--- src/rtl/sub16u_serial.sv ---
// sub16u_serial: digit-serial exact unsigned subtractor, O = (A - B) mod 2^(WIDTH+1).
// Processes DIGIT bits per cycle, LSB first, with the borrow rippling between digits
// through a register. Operands are accepted with a valid/ready handshake, and the
// result is returned with a valid/ready handshake.
//   clk, rst   : single rising-edge clock, asynchronous active-high reset
//   in_valid   : A/B valid          in_ready  : block idle, can accept operands
//   A, B       : minuend/subtrahend out_valid : O holds a completed result
//   out_ready  : consumer takes O   O         : {borrow, difference}
module sub16u_serial #(
    parameter int unsigned WIDTH = 16,
    parameter int unsigned DIGIT = 4
) (
    input  logic             clk,
    input  logic             rst,
    input  logic             in_valid,
    output logic             in_ready,
    input  logic [WIDTH-1:0] A,
    input  logic [WIDTH-1:0] B,
    output logic             out_valid,
    input  logic             out_ready,
    output logic [WIDTH:0]   O
);

    localparam int unsigned N     = (DIGIT == 0) ? 1 : WIDTH / DIGIT;
    localparam int unsigned CNT_W = (N > 1) ? $clog2(N) : 1;

    // Parameter legality
    generate
        if (DIGIT < 1) begin : g_bad_digit
            $error("sub16u_serial: DIGIT must be >= 1");
        end else if ((WIDTH % DIGIT) != 0) begin : g_bad_ratio
            $error("sub16u_serial: WIDTH must be a multiple of DIGIT");
        end
    endgenerate

    typedef enum logic [1:0] {
        ST_IDLE = 2'd0,
        ST_RUN  = 2'd1,
        ST_HOLD = 2'd2
    } state_t;

    state_t             state_q, state_d;
    logic [WIDTH-1:0]   a_q, a_d;
    logic [WIDTH-1:0]   b_q, b_d;
    logic [WIDTH-1:0]   res_q, res_d;
    logic               borrow_q, borrow_d;
    logic [CNT_W-1:0]   cnt_q, cnt_d;
    logic [WIDTH:0]     o_q, o_d;
    logic               out_valid_q, out_valid_d;

    // Current digit difference; the top bit is the borrow out of the digit
    logic [DIGIT:0]     digit_diff;
    logic [WIDTH-1:0]   res_shift;

    always_comb begin
        digit_diff = {1'b0, a_q[DIGIT-1:0]} - {1'b0, b_q[DIGIT-1:0]}
                   - {{DIGIT{1'b0}}, borrow_q};
        // New digit enters the result register from the top
        res_shift  = WIDTH'({digit_diff[DIGIT-1:0], res_q} >> DIGIT);
    end

    // Next-state and datapath control
    always_comb begin
        state_d     = state_q;
        a_d         = a_q;
        b_d         = b_q;
        res_d       = res_q;
        borrow_d    = borrow_q;
        cnt_d       = cnt_q;
        o_d         = o_q;
        out_valid_d = out_valid_q;

        case (state_q)
            ST_IDLE: begin
                if (in_valid) begin
                    a_d      = A;
                    b_d      = B;
                    borrow_d = 1'b0;
                    cnt_d    = '0;
                    state_d  = ST_RUN;
                end
            end
            ST_RUN: begin
                a_d      = a_q >> DIGIT;
                b_d      = b_q >> DIGIT;
                res_d    = res_shift;
                borrow_d = digit_diff[DIGIT];
                cnt_d    = cnt_q + 1'b1;
                if (cnt_q == CNT_W'(N - 1)) begin
                    o_d         = {digit_diff[DIGIT], res_shift};
                    out_valid_d = 1'b1;
                    state_d     = ST_HOLD;
                end
            end
            ST_HOLD: begin
                if (out_ready) begin
                    out_valid_d = 1'b0;
                    state_d     = ST_IDLE;
                end
            end
            default: begin
                out_valid_d = 1'b0;
                state_d     = ST_IDLE;
            end
        endcase
    end

    // State and datapath registers
    always_ff @(posedge clk or posedge rst) begin
        if (rst) begin
            state_q     <= ST_IDLE;
            a_q         <= '0;
            b_q         <= '0;
            res_q       <= '0;
            borrow_q    <= 1'b0;
            cnt_q       <= '0;
            o_q         <= '0;
            out_valid_q <= 1'b0;
        end else begin
            state_q     <= state_d;
            a_q         <= a_d;
            b_q         <= b_d;
            res_q       <= res_d;
            borrow_q    <= borrow_d;
            cnt_q       <= cnt_d;
            o_q         <= o_d;
            out_valid_q <= out_valid_d;
        end
    end

    // Ready is a decode of the state register, held low throughout reset
    assign in_ready  = (state_q == ST_IDLE) && !rst;
    assign out_valid = out_valid_q;
    assign O         = o_q;

endmodule

--- config.mk ---
export PLATFORM = sky130hd
export DESIGN_NAME = sub16u_serial
export DESIGN_NICKNAME = d
export VERILOG_FILES = /design/src/rtl/sub16u_serial.sv
export SDC_FILE = /design/constraint.sdc
export NUM_CORES = 1
export LEC_CHECK = 0
export CORE_ASPECT_RATIO = 1.5
export CORE_MARGIN = 2
export CORE_UTILIZATION = 35
export DETAILED_ROUTE_END_ITERATION = 16
export PLACE_DENSITY_LB_ADDON = 0.3
export SLEW_MARGIN = 5
export SYNTH_ARGS = -nofsm -noshare
export SYNTH_HDL_FRONTEND = slang
export SYNTH_SLANG_ARGS = --single-unit
--- constraint.sdc ---
create_clock -name clk -period 2 [get_ports clk]
set_input_delay 0.3 -clock clk [delete_from_list [all_inputs] [get_ports clk]]
set_output_delay 0.3 -clock clk [all_outputs]
set_load 0.1 [all_outputs]
## Word level (Yosys, flattened, before mapping)

Cells that the tools add are included.

| word-level totals | value |
|---|---|
| memories kept | 0 |
| input port bits | 36 |
| output and inout port bits | 19 |
| latch bits | 0 |
| word-level logic and storage cells | 41 |
| register bits | 71 |
| ROM bits | 0 |
| memory bits (writable) | 0 |

| operators by class | value |
|---|---|
| reductions and logical operators | 8 |
| div/mod/pow operators | 0 |
| shifts and indexed selects | 0 |
| order comparisons | 0 |
| multiplexer cells | 15 |
| add/subtract/negate cells | 3 |
| $mul | 0 |
| equal/unequal tests | 6 |
| bitwise logic cells | 1 |

Operator list:

| cell | count |
|---|---|
| $pmux W16 S2 | 2 |
| $mux W16 | 2 |
| $mux W2 | 4 |
| $ne A2 B2 Y1 const B | 3 |
| $pmux W2 S3 | 1 |
| $reduce_and A3 Y1 | 2 |
| $sub A4 B4 Y5 | 1 |
| $sub A5 B1 Y5 | 1 |
| $eq A2 B2 Y1 const B | 2 |
| $pmux W2 S2 | 1 |
| $reduce_and A2 Y1 | 2 |
| $mux W1 | 3 |
| $pmux W1 S3 | 1 |
| $add A2 B1 Y2 const B | 1 |
| $eq A2 B1 Y1 const B | 1 |
| $logic_not A2 Y1 | 1 |
| $pmux W1 S2 | 1 |
| $reduce_bool A2 Y1 | 1 |
| $logic_and A1 B1 Y1 | 1 |
| $logic_not A1 Y1 | 1 |
| $not A1 Y1 | 1 |

## Logic depth before layout (Yosys ltp)

Gate-level depths: netlist (run 1).

| logic depth | value |
|---|---|
| depth after elaboration | 3 |
| gate-level depth with buffers | 8 |
| depth with buffers taken out | 8 |

## Worst setup path after synthesis (run 1)

Ideal clock, no wire load.

| timing path | value |
|---|---|
| path kind | register to output |
| start | register state_q[0] |
| end | output in_ready |
| path slack | -1231 ps |
| arrival | 2931 ps |
| stages on the path, launching flop included | 5 |
| path buffers | 3 |
| required time | 1700 ps |
| path through | dfrtp_1 -> buf_2 -> buf_2 -> buf_2 -> nor3_1 |

| on the way | value |
|---|---|
| cells in the longest elaborated chain, start to end | 2 |

Ends and longest elaborated chain:

| what | line | source |
|---|---|---|
| start, declared | 42 | `state_t state_q, state_d;` |
| start signal, assigned | 120 | `state_q <= state_d;` |
| $logic_not A2 Y1 | 132 | `assign in_ready = (state_q == ST_IDLE) && !rst;` |
| $logic_and A1 B1 Y1 | 132 |  |
| end, declared | 16 | `output logic in_ready,` |

No other way between the ends.

## Final worst setup path (run 1)

| timing path | value |
|---|---|
| start | register borrow_q |
| end | register borrow_q |

| on the way | value |
|---|---|
| cells in the longest elaborated chain, start to end | 2 |

Ends and longest elaborated chain:

| what | line | source |
|---|---|---|
| start, declared | 46 | `logic borrow_q, borrow_d;` |
| start signal, assigned | 124 | `borrow_q <= borrow_d;` |
| $sub A5 B1 Y5 | 57 | `- {{DIGIT{1'b0}}, borrow_q};` |
| $pmux W1 S2 | 73 | `case (state_q)` |

No other way between the ends.
A chain may end at the register's enable or synchronous reset.

==> impl_summary.log, run 1 <==
INFO  metric run_status = finished clean
INFO  metric syn_nets = 352
INFO  metric initial_core_util = 36.1%
INFO  metric maxUsedRoutingLayer = met4
INFO  metric grt-ovfl-total = 0
INFO  metric power.ir.vdd_worst = 0.00124 V
INFO  metric ys_top_cells_by_area = dfrtp_1 53%, nand2_1 6.2%, o21ai_0 6.1%, mux2_4 5.2%, a21oi_1 4.5%
INFO  metric clock.fmax = 524 MHz
INFO  metric met1_length = 2840 um
INFO  metric min_period_over_period = 95.4%
INFO  metric dr_wl_met2 = 3420 um
INFO  metric hold_path.class = primary input to async pin
INFO  metric routed-via-count = 2,369
INFO  metric grt_setup_unrepaired = false
INFO  metric detailedPlace.worstSlack = -0.0748 ns
INFO  metric maxCapViolCount = 0
INFO  metric cts_buffers = 9
INFO  metric die_w = 82.0 um
INFO  metric post_route_cells_drive_above_1_share = 17.5%
INFO  metric totalNegativeSetupSlack = 0 ns
INFO  metric number_of_warnings_reported_in_the_yosys_synthesis_log = 0
INFO  metric final.setup_skew = 0.00515 ns
INFO  metric grt_pass1_vias = 2,368
INFO  metric dieHeight = 121 um
INFO  metric clock_tree.htree_level_count = 3
INFO  metric worst_ep_required_time = 2.18 ns
INFO  metric total_leakage_power = 1.93 nW
INFO  metric detail_route.first_pass.iterations = 4
INFO  metric cts_buffer_depth = 2
INFO  metric commonest_cells_after_routing_fill_and_taps_aside = 67 x dfrtp_1, 53 x nand2_1, 38 x o21ai_0
INFO  metric clock_sink_count = 67
INFO  metric synth-seq-area-share = 52.5%
INFO  metric synth.cell_area = 0.00319 mm^2
INFO  metric grt_antenna_before_repair = 0
INFO  metric layout_setup_ws = 0.0923 ns
INFO  metric final_nets = 406
INFO  metric cts.repair_timing.setup_buffer_count = 0
INFO  metric power-per-cell-area = 1880 mW/mm^2
INFO  metric critical_path_peak_fanout = 2
INFO  metric wl_met3 = 261 um
INFO  metric design.core.area = 0.00883 mm^2
INFO  metric cts_tree = done
INFO  metric final-setup-viol-count = 0
INFO  metric gr-usage-all-layers = 14.9%
INFO  metric diodes = 0
INFO  metric synth_top_area_cell = dfrtp_1
INFO  metric tightest_slew = 0.720 ns
INFO  metric synthesis_stage_register_bit_count = 67
INFO  metric n_fill_cell = 866
INFO  metric end_kind = register
INFO  metric drt-vias-per-instance = 4.98
INFO  metric post-dp-hpwl = 4620 um
INFO  metric post_synthesis_instance_total = 307
INFO  metric yosysUniqueCellTypes = 30
INFO  metric drc_errors = 0
INFO  metric layout.core_utilization = 46.6%
INFO  metric post-synth-top-area-fraction = 52.5%
INFO  metric i_o_pin_total = 55
INFO  metric clock_slew_seen_by_the_registers_of_the_worst_setup_and_hold_paths = 0.05 ns
INFO  metric die_area = 0.00991 mm^2
INFO  metric clock_tree.root_cell = clkbuf_16
INFO  metric antenna_violating_nets_post_route = 0
INFO  metric number_of_failing_hold_endpoints_at_the_final_stage = 0
INFO  metric largest_net_degree_at_the_start_of_global_routing = 68
INFO  metric place_congestion = 0.808
INFO  metric drt-total-wl = 6710 um
INFO  metric rows = 42
INFO  metric clock_latency = 0.33 ns
INFO  metric layout_commonest_cell = dfrtp_1
INFO  metric grt_pass1_wl = 11,200 um
INFO  metric area.growth.synth_to_final = 28.9%
INFO  metric non_filler_cells_final = 476
INFO  metric timing.max_slew.rel_slack = 52.0%
INFO  metric timing_worst_setup_path_type = register to register
INFO  metric numPlacedInstances = 460
INFO  metric wire_per_inst = 14.1 um
INFO  metric worst_setup_path_start_kind = register
INFO  metric slew_viol_final = 0
INFO  metric syn_avg_cell_area = 10.4 um^2
INFO  metric period_minus_slack = 1.91 ns
INFO  metric critical_path_arrival = 2.09 ns
INFO  metric port-buffer-count = 54
INFO  metric drt-initial-drc-count = 65
[metrics by stage]
| stage | hold WS, ns | total power (W) | area (um^2) |
|---|---|---|---|
| 2_1_floorplan | 0.433 | 0.00536 | 3200 |
| 3_3_place_gp | 0.460 | 0.00613 | 3810 |
| 3_5_place_dp | 0.468 | 0.00623 | 3810 |
| 4_1_cts | 0.463 | 0.00781 | 4100 |
| 5_1_grt | 0.503 | 0.00827 | 4110 |
| 6_report | 0.448 | 0.00775 | 4110 |
[per-layer routing]
metal	vias to the layer above	global-route usage, %
met5	-	0
met4	0	7.71
met3	13	2.68
met2	59	24.7
met1	1137	18.1
li1	1160	-
[where the power goes]
| group | total (W) | switching [W] | leakage, nW | internal (W) |
|---|---|---|---|---|
| registers | 0.00232 | 0.000381 | 0.858 | 0.00194 |
| logic | 0.00391 | 0.00256 | 0.929 | 0.00135 |
| clock network | 0.00152 | 0.000526 | 0.141 | 0.000997 |
| total | 0.00775 | 0.00346 | 1.93 | 0.00429 |
[path summary, 6_finish.rpt]
path | from | cells after the start | endpoint | slack, ns
setup reg to reg | borrow_q$_DFFE_PP0P_ | 7 | borrow_q$_DFFE_PP0P_ | 0.09
setup / recovery | borrow_q$_DFFE_PP0P_ | 7 | borrow_q$_DFFE_PP0P_ | 0.09
min in group clk | res_q[6]$_DFFE_PP0P_ | 2 | res_q[6]$_DFFE_PP0P_ | 0.48
hold reg to reg | res_q[6]$_DFFE_PP0P_ | 2 | res_q[6]$_DFFE_PP0P_ | 0.48
hold / removal | rst | 3 | a_q[14]$_DFFE_PP0P_ | 0.45
max in group asynchronous | rst | 3 | res_q[6]$_DFFE_PP0P_ | 1.27
[repair_timing]
item,CTS,global route
gates resized for setup,2,3
pin swaps,0,2
setup endpoints to repair,2,4
hold buffers,0,0
[registers in the layout, indices dropped and copies added (netlist names)]
| signal | cells |
|---|---|
| cnt_q | 2 |
| b_q | 16 |
| res_q | 12 |
| out_valid | 1 |
| state_q | 2 |
| O | 17 |
| borrow_q | 1 |
| a_q | 16 |
[worst max-delay path, stage by stage (launching register included)]
cell and delay [ns]:
dfrtp_1 0.34, inv_1 0.06, fa_2 0.41, fa_2 0.37, nand2b_1 0.17, a21oi_2 0.16
xnor2_1 0.15, o21ai_0 0.10
[area by class of cell]
type                       count  area (um^2)  share of cell area [%]
clock buffer                  14          254                    6.17
timing repair buffer          65          601                    14.6
sequential                    67         1680                    40.8
clock inverter                 2         35.0                   0.852
tap                          110          138                    3.35
multi-input combinational    208         1370                    33.4
inverter                      10         37.5                   0.912
[synth_stat cells, drive strengths merged]
master / n
dfrtp: 67
nand2: 54
o21ai: 41
a21oi: 29
nor2b: 18
buf: 14
a22oi: 13
mux2: 13
and3b: 11
inv: 10
clkbuf: 8
ha: 7
a22o: 4
xnor2: 4
nand2b: 3
a2bb2oi: 2
fa: 2
nor2: 2
mux2i: 1
nand3b: 1
nor3: 1
nor3b: 1
o21bai: 1
[logic make-up after synthesis]
logic type | count (synthesis) | share of synthesized area [%]
AOI/OAI and AO/OA | 90 | 16.0
xor gates and xnor gates | 4 | 1.10
adders and majority gates | 9 | 4.00
buffers and inverters | 32 | 5.29
DFF | 67 | 52.5
muxes | 14 | 6.20
and+or+nand+nor | 91 | 14.8
No activity file was read; power rests on OpenSTA's default activity.
==> run 2: changes to the inputs <==
--- a/config.mk
+++ b/config.mk
@@ -7,7 +7,7 @@
 export LEC_CHECK = 0
 export CORE_ASPECT_RATIO = 1.5
 export CORE_MARGIN = 2
-export CORE_UTILIZATION = 35
+export CORE_UTILIZATION = 48
 export DETAILED_ROUTE_END_ITERATION = 16
 export PLACE_DENSITY_LB_ADDON = 0.3
 export SLEW_MARGIN = 5
==> run 2 against run 1 <==
Count of clock-buffer cells in the layout decreased by 3. Non-clock buffer count rose by 2. Highest routed layer unchanged. Sequential power is essentially flat. Critical path depth unchanged.
==> impl_summary.log, run 2 (same netlist as run 1, synthesis figures left out) <==
INFO  metric slew_viol_final = 0 (unchanged)
INFO  metric maxCapViolCount = 0 (unchanged)
INFO  metric cts-hold-fix-buffers = 0 (unchanged)
INFO  metric drc_errors = 0 (unchanged)
INFO  metric clock_tree.root_cell = clkbuf_8
INFO  metric commonest_cells_after_routing_fill_and_taps_aside = 67 x dfrtp_1, 53 x nand2_1, 37 x o21ai_0
INFO  metric initial_core_util = 49.2% (+13 points)
INFO  metric detailedPlace.worstSlack = -0.0579 ns (+0.0169 ns)
INFO  metric total_leakage_power = 1.92 nW (-0.31%)
INFO  metric drt-vias-per-instance = 5.47 (+9.9%)
INFO  metric largest_register_ffs = 17 (unchanged)
INFO  metric wire_per_inst = 14.8 um (+5.3%)
INFO  metric layout_commonest_cell = dfrtp_1
INFO  metric tightest_slew = 0.719 ns (-0.000585 ns)
INFO  metric timing_worst_setup_path_type = register to register
INFO  metric die_area = 0.00733 mm^2 (-26%)
INFO  metric rows = 36 (-14%)
INFO  metric place_congestion = 0.770 (-4.7%)
INFO  metric grt_pass1_vias = 2,464 (+4.1%)
INFO  metric detail_route.first_pass.iterations = 4 (unchanged)
INFO  metric power.ir.vdd_worst = 0.000735 V (-41%)
INFO  metric post-dp-hpwl = 4370 um (-5.5%)
INFO  metric clock_sink_count = 67 (unchanged)
INFO  metric cts_tree = done
INFO  metric post_route_cells_drive_above_1_share = 19.0% (+1.5 points)
INFO  metric drt-total-wl = 6590 um (-1.8%)
INFO  metric number_of_failing_hold_endpoints_at_the_final_stage = 0 (unchanged)
INFO  metric die_w = 70.6 um (-14%)
INFO  metric design.core.area = 0.00649 mm^2 (-27%)
INFO  metric critical_path_peak_fanout = 2 (unchanged)
INFO  metric critical_path_arrival = 2.12 ns (+0.03 ns)
INFO  metric n_fill_cell = 558 (-36%)
INFO  metric grt_pass1_wl = 11,200 um (-0.19%)
INFO  metric worst_ep_required_time = 2.20 ns (+0.02 ns)
INFO  metric largest_net_degree_at_the_start_of_global_routing = 68 (unchanged)
INFO  metric finalPower = 0.00766 W (-1.1%)
INFO  metric final-setup-viol-count = 0 (unchanged)
INFO  metric clock_slew_seen_by_the_registers_of_the_worst_setup_and_hold_paths = 0.07 ns (+0.02 ns)
INFO  metric final.setup_skew = 0.00720 ns (+0.00205 ns)
INFO  metric antenna_violating_nets_post_route = 0 (unchanged)
INFO  metric final_nets = 408 (+0.49%)
INFO  metric port-buffer-count = 54 (unchanged)
INFO  metric non_filler_cells_final = 444 (-6.7%)
INFO  metric area.growth.synth_to_final = 27.0%
INFO  metric i_o_pin_total = 55 (unchanged)
INFO  metric grt_antenna_before_repair = 0 (unchanged)
INFO  metric hold_path.class = primary input to async pin
INFO  metric end_kind = register
INFO  metric grt-ovfl-total = 0 (unchanged)
INFO  metric clock_latency = 0.34 ns (about the same)
INFO  metric power-per-cell-area = 1890 mW/mm^2 (+0.41%)
INFO  metric drt-initial-drc-count = 147 (+130%)
INFO  metric period_minus_slack = 1.91 ns (+0.00592 ns)
INFO  metric worst_setup_path_start_kind = register
INFO  metric min_period_over_period = 95.7% (+0.30 points)
INFO  metric layout_setup_ws = 0.0864 ns (-0.00592 ns)
INFO  metric numPlacedInstances = 426 (-7.4%)
INFO  metric cts_buffers = 9 (unchanged)
INFO  metric clock.fmax = 523 MHz (-0.31%)
INFO  metric dieHeight = 104 um (-14%)
INFO  metric cts_buffer_depth = 2 (unchanged)
INFO  metric gr-usage-all-layers = 19.1% (+4.2 points)
INFO  metric timing.max_slew.rel_slack = 52.0% (about the same)
INFO  metric run_status = finished clean
INFO  metric diodes = 0 (unchanged)
INFO  metric clock_tree.htree_level_count = 3 (unchanged)
INFO  metric routed-via-count = 2,428 (+2.5%)
run 2: changes by cell type in the layout (fill, tap and decap cells not counted), sizes merged:
| cell | delta |
|---|---|
| buf | +2 |
| clkbuf | -3 |
| clkinv | +1 |
| bufinv | +2 |
run 2: repair_timing:
item / 4_1_cts / 5_1_grt
endpoints found under the hold margin: 0 / 0
endpoints found under the setup margin: 2 / 4
gates resized for setup: 1 / 6
setup buffers: 1 / 1
pin swaps: 0 / 2
run 2: stage by stage:
step | hold WS, ns | area, um^2 | setup TNS (ns) | utilization [%]
detailed placement | 0.467 | 3780 | -0.0956 | 58.3
finish | 0.435 | 4050 | 0 | 62.5
global placement | 0.460 | 3780 | 0 | 58.3
CTS | 0.445 | 4030 | 0 | 62.1
floorplan | 0.433 | 3200 | 0 | -
global route | 0.494 | 4050 | -0.00173 | 62.5
run 2: worst max-delay path: stages (launching register included):
cell and delay (ns):
dfrtp_1 0.36, inv_1 0.08, fa_2 0.39, fa_2 0.37, nand2b_1 0.17, a21oi_2 0.15
xnor2_1 0.14, o21ai_0 0.11
run 2: layout make-up:
class / count / area (um^2) / area share, %
flip-flops and latches: 67 / 1680 / 41.4
multi-input cells: 208 / 1370 / 33.9
repair buffers: 67 / 628 / 15.5
clock buffers: 11 / 141 / 3.49
clock inverters: 5 / 100 / 2.47
well taps: 76 / 95.1 / 2.35
inverters: 10 / 37.5 / 0.926
run 2: path summary, 6_finish.rpt:
check / start / end / slack [ns] / cells after the start
min in group clk: a_q[5]$_DFFE_PP0P_ / a_q[5]$_DFFE_PP0P_ / 0.48 / 2
max reg2reg: b_q[0]$_DFFE_PP0P_ / O[16]$_DFFE_PP0P_ / 0.09 / 7
min: rst / a_q[12]$_DFFE_PP0P_ / 0.43 / 3
max in group asynchronous: rst / O[8]$_DFFE_PP0P_ / 1.28 / 3
min reg2reg: a_q[5]$_DFFE_PP0P_ / a_q[5]$_DFFE_PP0P_ / 0.48 / 2
max: b_q[0]$_DFFE_PP0P_ / O[16]$_DFFE_PP0P_ / 0.09 / 7
run 2: metal layers:
metal  routed length, um  GRT usage, %  up-vias
li1                    -             -     1151
met5                   0             0        -
met2                3460          33.2       65
met4                 131          6.20        0
met3                 287          4.94       12
met1                2720          22.9     1200
run 2: where the power goes:
| part | internal, W | leakage [nW] | switching (W) |
|---|---|---|---|
| Sequential | 0.00193 | 0.858 | 0.000379 |
| Clock | 0.000859 | 0.123 | 0.000497 |
| Combinational | 0.00140 | 0.941 | 0.00260 |
| Total | 0.00419 | 1.92 | 0.00348 |
